### config.mk
export PLATFORM = sky130hd
export DESIGN_NAME = exu_dispatch_flat
export DESIGN_NICKNAME = d
export VERILOG_FILES = /design/src/rtl/exu_dispatch_if.sv /design/src/rtl/exu_dispatch.sv /design/src/flat_wrapper.sv
export SDC_FILE = /design/constraint.sdc
export NUM_CORES = 1
export LEC_CHECK = 0
export CORE_ASPECT_RATIO = 2
export CORE_MARGIN = 2
export CORE_UTILIZATION = 52
export DETAILED_ROUTE_END_ITERATION = 7
export PLACE_DENSITY = 0.92
export SYNTH_ARGS = -nofsm -noshare
export SYNTH_HDL_FRONTEND = slang
export SYNTH_SLANG_ARGS = --single-unit
export TNS_END_PERCENT = 10
### constraint.sdc
create_clock -name clk -period 20 [get_ports clk]
set_input_delay 4 -clock clk [delete_from_list [all_inputs] [get_ports clk]]
set_output_delay 4 -clock clk [all_outputs]
set_load 0.01 [all_outputs]
### src/rtl/exu_dispatch_if.sv
`default_nettype none
// ============================================================================
// Module      : exu_dispatch_if
// Description : Bundle that carries the IFU push handshake and the EXU
//               handler dispatch bus between the dispatcher and its
//               neighbours.
//               IFU side     : in_vld, in_rdy, in_inst, in_pc
//               Handler side : alu_sel, br_sel, lsu_sel, misc_sel, inst, pc,
//                              lsu_done, flush, ill_inst
//               The "slave" modport is the dispatcher. The "master" modport
//               is the surrounding IFU and handlers.
// Revision    : 1.0 - initial release
// ============================================================================
interface exu_dispatch_if #(
   parameter int RV_XLEN = 32
);
   logic               in_vld;
   logic               in_rdy;
   logic [31:0]        in_inst;
   logic [RV_XLEN-1:0] in_pc;
   logic               alu_sel;
   logic               br_sel;
   logic               lsu_sel;
   logic               misc_sel;
   logic [31:0]        inst;
   logic [RV_XLEN-1:0] pc;
   logic               lsu_done;
   logic               flush;
   logic               ill_inst;

   modport slave (
      input  in_vld, in_inst, in_pc, lsu_done, flush,
      output in_rdy, alu_sel, br_sel, lsu_sel, misc_sel, inst, pc, ill_inst
   );

   modport master (
      output in_vld, in_inst, in_pc, lsu_done, flush,
      input  in_rdy, alu_sel, br_sel, lsu_sel, misc_sel, inst, pc, ill_inst
   );
endinterface
`default_nettype wire

### src/rtl/exu_dispatch.sv
`default_nettype none
// ============================================================================
// Module      : exu_dispatch
// Description : Instruction buffer and dispatcher in front of the EXU
//               handlers. Fetched instructions are queued in a DEPTH-entry
//               FIFO. The head entry is decoded combinationally and steered
//               to exactly one of the ALU, branch, LSU or misc handlers, or
//               dropped with a one-cycle ill_inst pulse. An LSU op is held
//               at the head until lsu_done. A branch redirect (flush with
//               br_sel) empties the buffer.
// Ports       : clk       - clock
//               rst_n     - synchronous reset, active low
//               bus       - exu_dispatch_if.slave (IFU push + handler bus)
//               perf_issue- legal-instruction issue count
//                           (only with EXU_DISPATCH_PERF_EN)
//               perf_stall- LSU wait cycles without lsu_done
//                           (only with EXU_DISPATCH_PERF_EN)
// Options     : define EXU_DISPATCH_PERF_EN to add the performance counters
// Revision    : 1.0 - initial release
// ============================================================================
module exu_dispatch #(
   parameter int DEPTH   = 2,
   parameter int RV_XLEN = 32
) (
   input  logic           clk,
   input  logic           rst_n,
   exu_dispatch_if.slave  bus
`ifdef EXU_DISPATCH_PERF_EN
   ,
   output logic [31:0]    perf_issue,
   output logic [31:0]    perf_stall
`endif
);

   localparam int PTR_W = $clog2(DEPTH);
   localparam int CNT_W = PTR_W + 1;

   localparam logic [6:0] OPC_LUI    = 7'b0110111;
   localparam logic [6:0] OPC_AUIPC  = 7'b0010111;
   localparam logic [6:0] OPC_JAL    = 7'b1101111;
   localparam logic [6:0] OPC_JALR   = 7'b1100111;
   localparam logic [6:0] OPC_BRANCH = 7'b1100011;
   localparam logic [6:0] OPC_LOAD   = 7'b0000011;
   localparam logic [6:0] OPC_STORE  = 7'b0100011;
   localparam logic [6:0] OPC_ALUI   = 7'b0010011;
   localparam logic [6:0] OPC_ALU    = 7'b0110011;
   localparam logic [6:0] OPC_FENCE  = 7'b0001111;
   localparam logic [6:0] OPC_SYSTEM = 7'b1110011;

   typedef enum logic [0:0] {
      ST_IDLE     = 1'b0,
      ST_WAIT_LSU = 1'b1
   } state_t;

   state_t             r_state;
   logic [PTR_W-1:0]   r_rd_ptr;
   logic [PTR_W-1:0]   r_wr_ptr;
   logic [CNT_W-1:0]   r_count;
   logic [31:0]        r_inst_mem [DEPTH];
   logic [RV_XLEN-1:0] r_pc_mem   [DEPTH];

   logic               w_empty;
   logic [31:0]        w_head_inst;
   logic [RV_XLEN-1:0] w_head_pc;
   logic               w_is_alu;
   logic               w_is_br;
   logic               w_is_lsu;
   logic               w_is_misc;
   logic               w_is_ill;
   logic               w_push;
   logic               w_pop;
   logic               w_flush;

   assign w_empty     = (r_count == '0);
   assign w_head_inst = w_empty ? '0 : r_inst_mem[r_rd_ptr];
   assign w_head_pc   = w_empty ? '0 : r_pc_mem[r_rd_ptr];

   // Head decode. Every non-empty head lands in exactly one class.
   always_comb begin
      w_is_alu  = 1'b0;
      w_is_br   = 1'b0;
      w_is_lsu  = 1'b0;
      w_is_misc = 1'b0;
      w_is_ill  = 1'b0;
      if (!w_empty) begin
         case (w_head_inst[6:0])
            OPC_ALU, OPC_ALUI:                          w_is_alu  = 1'b1;
            OPC_JAL, OPC_JALR, OPC_BRANCH:              w_is_br   = 1'b1;
            OPC_LOAD, OPC_STORE:                        w_is_lsu  = 1'b1;
            OPC_LUI, OPC_AUIPC, OPC_FENCE, OPC_SYSTEM:  w_is_misc = 1'b1;
            default:                                    w_is_ill  = 1'b1;
         endcase
      end
   end

   // in_rdy depends only on the registered count, so there is no
   // combinational path from lsu_done or the sel outputs.
   assign bus.in_rdy   = (r_count != CNT_W'(DEPTH));
   assign bus.alu_sel  = w_is_alu;
   assign bus.br_sel   = w_is_br;
   // While waiting, the head cannot change, so the LSU decode stays high.
   assign bus.lsu_sel  = w_is_lsu;
   assign bus.misc_sel = w_is_misc;
   assign bus.ill_inst = w_is_ill;
   assign bus.inst     = w_head_inst;
   assign bus.pc       = w_head_pc;

   assign w_push  = bus.in_vld && bus.in_rdy;
   assign w_pop   = w_is_alu || w_is_br || w_is_misc || w_is_ill ||
                    (w_is_lsu && bus.lsu_done);
   // A redirect is honoured only together with a branch issue. br_sel is
   // never high in ST_WAIT_LSU, so a flush there is ignored.
   assign w_flush = bus.flush && w_is_br && (r_state == ST_IDLE);

   always_ff @(posedge clk) begin
      if (!rst_n) begin
         r_state  <= ST_IDLE;
         r_rd_ptr <= '0;
         r_wr_ptr <= '0;
         r_count  <= '0;
      end else if (w_flush) begin
         // The branch pops, younger entries and any same-cycle push are lost.
         r_state  <= ST_IDLE;
         r_rd_ptr <= '0;
         r_wr_ptr <= '0;
         r_count  <= '0;
      end else begin
         if (w_push) begin
            r_wr_ptr <= r_wr_ptr + PTR_W'(1);
         end
         if (w_pop) begin
            r_rd_ptr <= r_rd_ptr + PTR_W'(1);
         end
         case ({w_push, w_pop})
            2'b10:   r_count <= r_count + CNT_W'(1);
            2'b01:   r_count <= r_count - CNT_W'(1);
            default: r_count <= r_count;
         endcase
         case (r_state)
            ST_IDLE:     if (w_is_lsu && !bus.lsu_done) r_state <= ST_WAIT_LSU;
            ST_WAIT_LSU: if (bus.lsu_done)              r_state <= ST_IDLE;
            default:                                    r_state <= ST_IDLE;
         endcase
      end
   end

   // Storage is not reset; entries are only visible once counted.
   always_ff @(posedge clk) begin
      if (w_push && !w_flush) begin
         r_inst_mem[r_wr_ptr] <= bus.in_inst;
         r_pc_mem[r_wr_ptr]   <= bus.in_pc;
      end
   end

`ifdef EXU_DISPATCH_PERF_EN
   logic [31:0] r_perf_issue;
   logic [31:0] r_perf_stall;

   always_ff @(posedge clk) begin
      if (!rst_n) begin
         r_perf_issue <= '0;
         r_perf_stall <= '0;
      end else begin
         if (w_pop && !w_is_ill) begin
            r_perf_issue <= r_perf_issue + 32'd1;
         end
         if ((r_state == ST_WAIT_LSU) && !bus.lsu_done) begin
            r_perf_stall <= r_perf_stall + 32'd1;
         end
      end
   end

   assign perf_issue = r_perf_issue;
   assign perf_stall = r_perf_stall;
`endif

   // A redirect is only meaningful in the cycle a branch is issued.
   a_flush_with_br : assert property (@(posedge clk) disable iff (!rst_n)
                                      bus.flush |-> bus.br_sel);

endmodule
`default_nettype wire
### src/flat_wrapper.sv
// flat-port wrapper written by rule: the top's interface ports become plain ports
module exu_dispatch_flat 
#(
   parameter int DEPTH   = 2,
   parameter int RV_XLEN = 32
)
  (clk, rst_n, bus_in_vld, bus_in_inst, bus_in_pc, bus_lsu_done, bus_flush, bus_in_rdy, bus_alu_sel, bus_br_sel, bus_lsu_sel, bus_misc_sel, bus_inst, bus_pc, bus_ill_inst);
  exu_dispatch_if #(.RV_XLEN(RV_XLEN)) bus_i ();
  input  logic clk;
  input  logic rst_n;
  input wire logic [$bits(bus_i.in_vld)-1:0] bus_in_vld;
  input wire logic [$bits(bus_i.in_inst)-1:0] bus_in_inst;
  input wire logic [$bits(bus_i.in_pc)-1:0] bus_in_pc;
  input wire logic [$bits(bus_i.lsu_done)-1:0] bus_lsu_done;
  input wire logic [$bits(bus_i.flush)-1:0] bus_flush;
  output wire logic [$bits(bus_i.in_rdy)-1:0] bus_in_rdy;
  output wire logic [$bits(bus_i.alu_sel)-1:0] bus_alu_sel;
  output wire logic [$bits(bus_i.br_sel)-1:0] bus_br_sel;
  output wire logic [$bits(bus_i.lsu_sel)-1:0] bus_lsu_sel;
  output wire logic [$bits(bus_i.misc_sel)-1:0] bus_misc_sel;
  output wire logic [$bits(bus_i.inst)-1:0] bus_inst;
  output wire logic [$bits(bus_i.pc)-1:0] bus_pc;
  output wire logic [$bits(bus_i.ill_inst)-1:0] bus_ill_inst;
  assign bus_i.in_vld = bus_in_vld;
  assign bus_i.in_inst = bus_in_inst;
  assign bus_i.in_pc = bus_in_pc;
  assign bus_i.lsu_done = bus_lsu_done;
  assign bus_i.flush = bus_flush;
  assign bus_in_rdy = bus_i.in_rdy;
  assign bus_alu_sel = bus_i.alu_sel;
  assign bus_br_sel = bus_i.br_sel;
  assign bus_lsu_sel = bus_i.lsu_sel;
  assign bus_misc_sel = bus_i.misc_sel;
  assign bus_inst = bus_i.inst;
  assign bus_pc = bus_i.pc;
  assign bus_ill_inst = bus_i.ill_inst;
  exu_dispatch #(.DEPTH(DEPTH), .RV_XLEN(RV_XLEN)) u_core (.clk(clk), .rst_n(rst_n), .bus(bus_i));
endmodule
==> qor.yml <==
rsz0062_at_grt: "no"
root_buffer: "clkbuf_16"
status: "finished, final reports clean"
overflow: 0
finClkSkew_ns: 0.0107
cts_resized: 0
yosysSeqAreaShare_pct: 75.8
synthToLayoutAreaGrowth_pct: 39.7
dieArea_um2: 10900
cp.arrival_ns: 3.21
ys_ff_latch: 134
reg2reg_slack_ns: 16.56
antenna_found_initial: 0
cp_cell_sequence: "mux2i_1, nor2_1, nor2_1, nand2_1, nor3_1, clkdlybuf4s50_1"
hpwl_mm: 7.10
avgSynthCellArea_um2: 16.2
yosys.area.top_type: "edfxtp_1"
r2r_cells: 6
holdPathStages: 2
viasPerCell: 5.07
ys.flop_type: "edfxtp_1"
portBuffers: 138
synth_common_cells: "edfxtp_1 (128), nor2_1 (75), mux2i_1 (64), buf_2 (7)"
max_freq_mhz: 139
cts_tree: "built"
drc: 0
critPathCaptureType: "primary output"
routed_wl_mm: 10.7
period_share_pct: 36.1
r2r-end: "u_core.r_pc_mem[1][5]$_DFFE_PP_"
coreArea_um2: 9760
first_iter_violations: 135
place_inst: 582
cts_buffer_depth: 2
synth-edff-count: 128
hold_viol: 0
grt_pass1_vias: 3337
ir_drop_uv: 95.0
yosysWarnings: 0
htree_levels: 4
yosys-top-cells-area: "edfxtp_1 (73%), mux2i_1 (12%), nor2_1 (5.4%)"
gp_congestion: 0.842
synth.top_cell.area_share_pct: 73.5
start_util_pct: 53.6
grt_util_all_layers_pct: 20.4
required_ns: 16.00
postPlaceCellArea_um2: 6750
cts_sinks: 134
num_rows: 51
num_vias: 3112
leakage_nw: 2.51
cts.clk_slew.worst_paths_ns: 0.06
diodes: 0
critPathMaxStageDelay_ns: 1.09
setup_slack_ns: 12.79
hold_class: "reg -> reg"
synth.net_count: 393
io_pins: 139
nets: 539
synthCells: 323
period_minus_slack_ns: 7.21
min-delay-start: "u_core.r_rd_ptr$_SDFFE_PP0N_"
max_slew_margin_pct: 24.9
grt_max_degree: 68
utilization_pct: 74.9
cp_top_family: "flip-flops"
firstDrtPassIters: 6
yosysUniqueCellTypes: 29
cpMaxStageDelayCell: "dfxtp_4"
syn_area_um2: 5230
clk_latency_ns: 0.41
postCtsSetupBuffers: 0
cts_inserted_buffers: 17
critPathKind: "reg -> out"
fin_area_um2: 7310
power.density_nw_per_um2: 131
pre_cts_slack_ns: 13.22
worst-path-stages: 6
total_power_uw: 956
fin_cells: 614
drive_above_1_share_pct: 8.92
fp.dieW_um: 74.9
path_buf_inv: 1
postRouteAntennaNets: 0
cap_violations: 0
dieHeight_um: 146
crit_fanout: 67
crit_path_start_kind: "flop"
setup_tns_ns: 0
synth.most_common_cell: "edfxtp_1"
async_reset_ff_share_pct: 0
worstMarginPinSlew_ns: 1.13
path_common_cell: "nor2_1"
setup_violations: 0
wl_per_cell_um: 17.5
timing.final.max_slew_violations: 0
holdWs_ns: 0.540
ctsHoldBuffers: 0
grt_pass1_wl_mm: 16.2
## report_power, final
part,switching (mW),internal [mW]
clock network,0.113,0.171
registers,0.0344,0.357
logic,0.133,0.147
total,0.281,0.675
## worst register-to-register path, delay by kind of cell (launching register included)
family | cells | cell delay [ns]
AND/OR/NAND/NOR | 3 | 0.66
AO/OA/AOI/OAI | 1 | 0.26
flip-flops | 1 | 1.09
multiplexers | 1 | 0.35
buffers and inverters | 1 | 0.67
## area by class of cell
type / instances / area [um2]
Clock inverter: 15 / 129
Multi-Input combinational cell: 173 / 1210
Clock buffer: 17 / 425
Inverter: 2 / 7.51
Timing Repair Buffer: 141 / 1400
Tap cell: 132 / 165
Sequential cell: 134 / 3970
Fill cell: 595 / 2450
## state kept, by name, summed over array words and instances, names as in the netlist, named ones only
| name | flops |
|---|---|
| u_core.r_pc_mem | 64 |
| u_core.r_wr_ptr | 1 |
| u_core.r_count | 2 |
| u_core.r_inst_mem | 64 |
| u_core.r_state | 1 |
| u_core.r_rd_ptr | 1 |
## cells in the final DEF (no fill, tap or decap), types with 2 or more instances in the layout
master           synthesis  routed
nand2_1                  3       3
inv_1                    2       2
clkinv_4                 0       2
edfxtp_1               128     128
mux2i_1                 64      64
xor2_1                   2       2
o21ai_0                  3       3
a21oi_1                  2       2
nor2_1                  75      74
clkinv_2                 0       4
inv_6                    0       4
nor3_1                   4       3
clkbuf_16                0      17
dfxtp_1                  6       5
nand2b_1                 2       2
buf_4                    0       3
clkinvlp_4               0       3
xnor2_1                  3       3
clkdlybuf4s50_1          0     138
## metal layers
layer | track usage (%) | share of wire (%)
met4 | 11.6 | 3.6
met1 | 20.2 | 35
met3 | 4.57 | 4.2
met2 | 36.7 | 57
met5 | 0 | 0
## cells by family after synthesis
| family | Yosys count | share of synthesized area [%] |
|---|---|---|
| and+or+nand+nor | 91 | 7.32 |
| DFF | 134 | 75.8 |
| AOI/OAI and AO/OA | 11 | 1.94 |
| adders and majority gates | 1 | 0.239 |
| xor gates and xnor gates | 5 | 0.837 |
| muxes | 65 | 12.5 |
| buffers and inverters | 16 | 1.46 |
## worst max-delay path by stage
stage / endpoint
floorplan: u_core.r_inst_mem[1][0]$_DFFE_PP_
global placement: bus_misc_sel
detailed placement: bus_lsu_sel
CTS: bus_lsu_sel
global route: bus_ill_inst
finish: bus_lsu_sel
No activity file was read; power rests on OpenSTA's default activity.
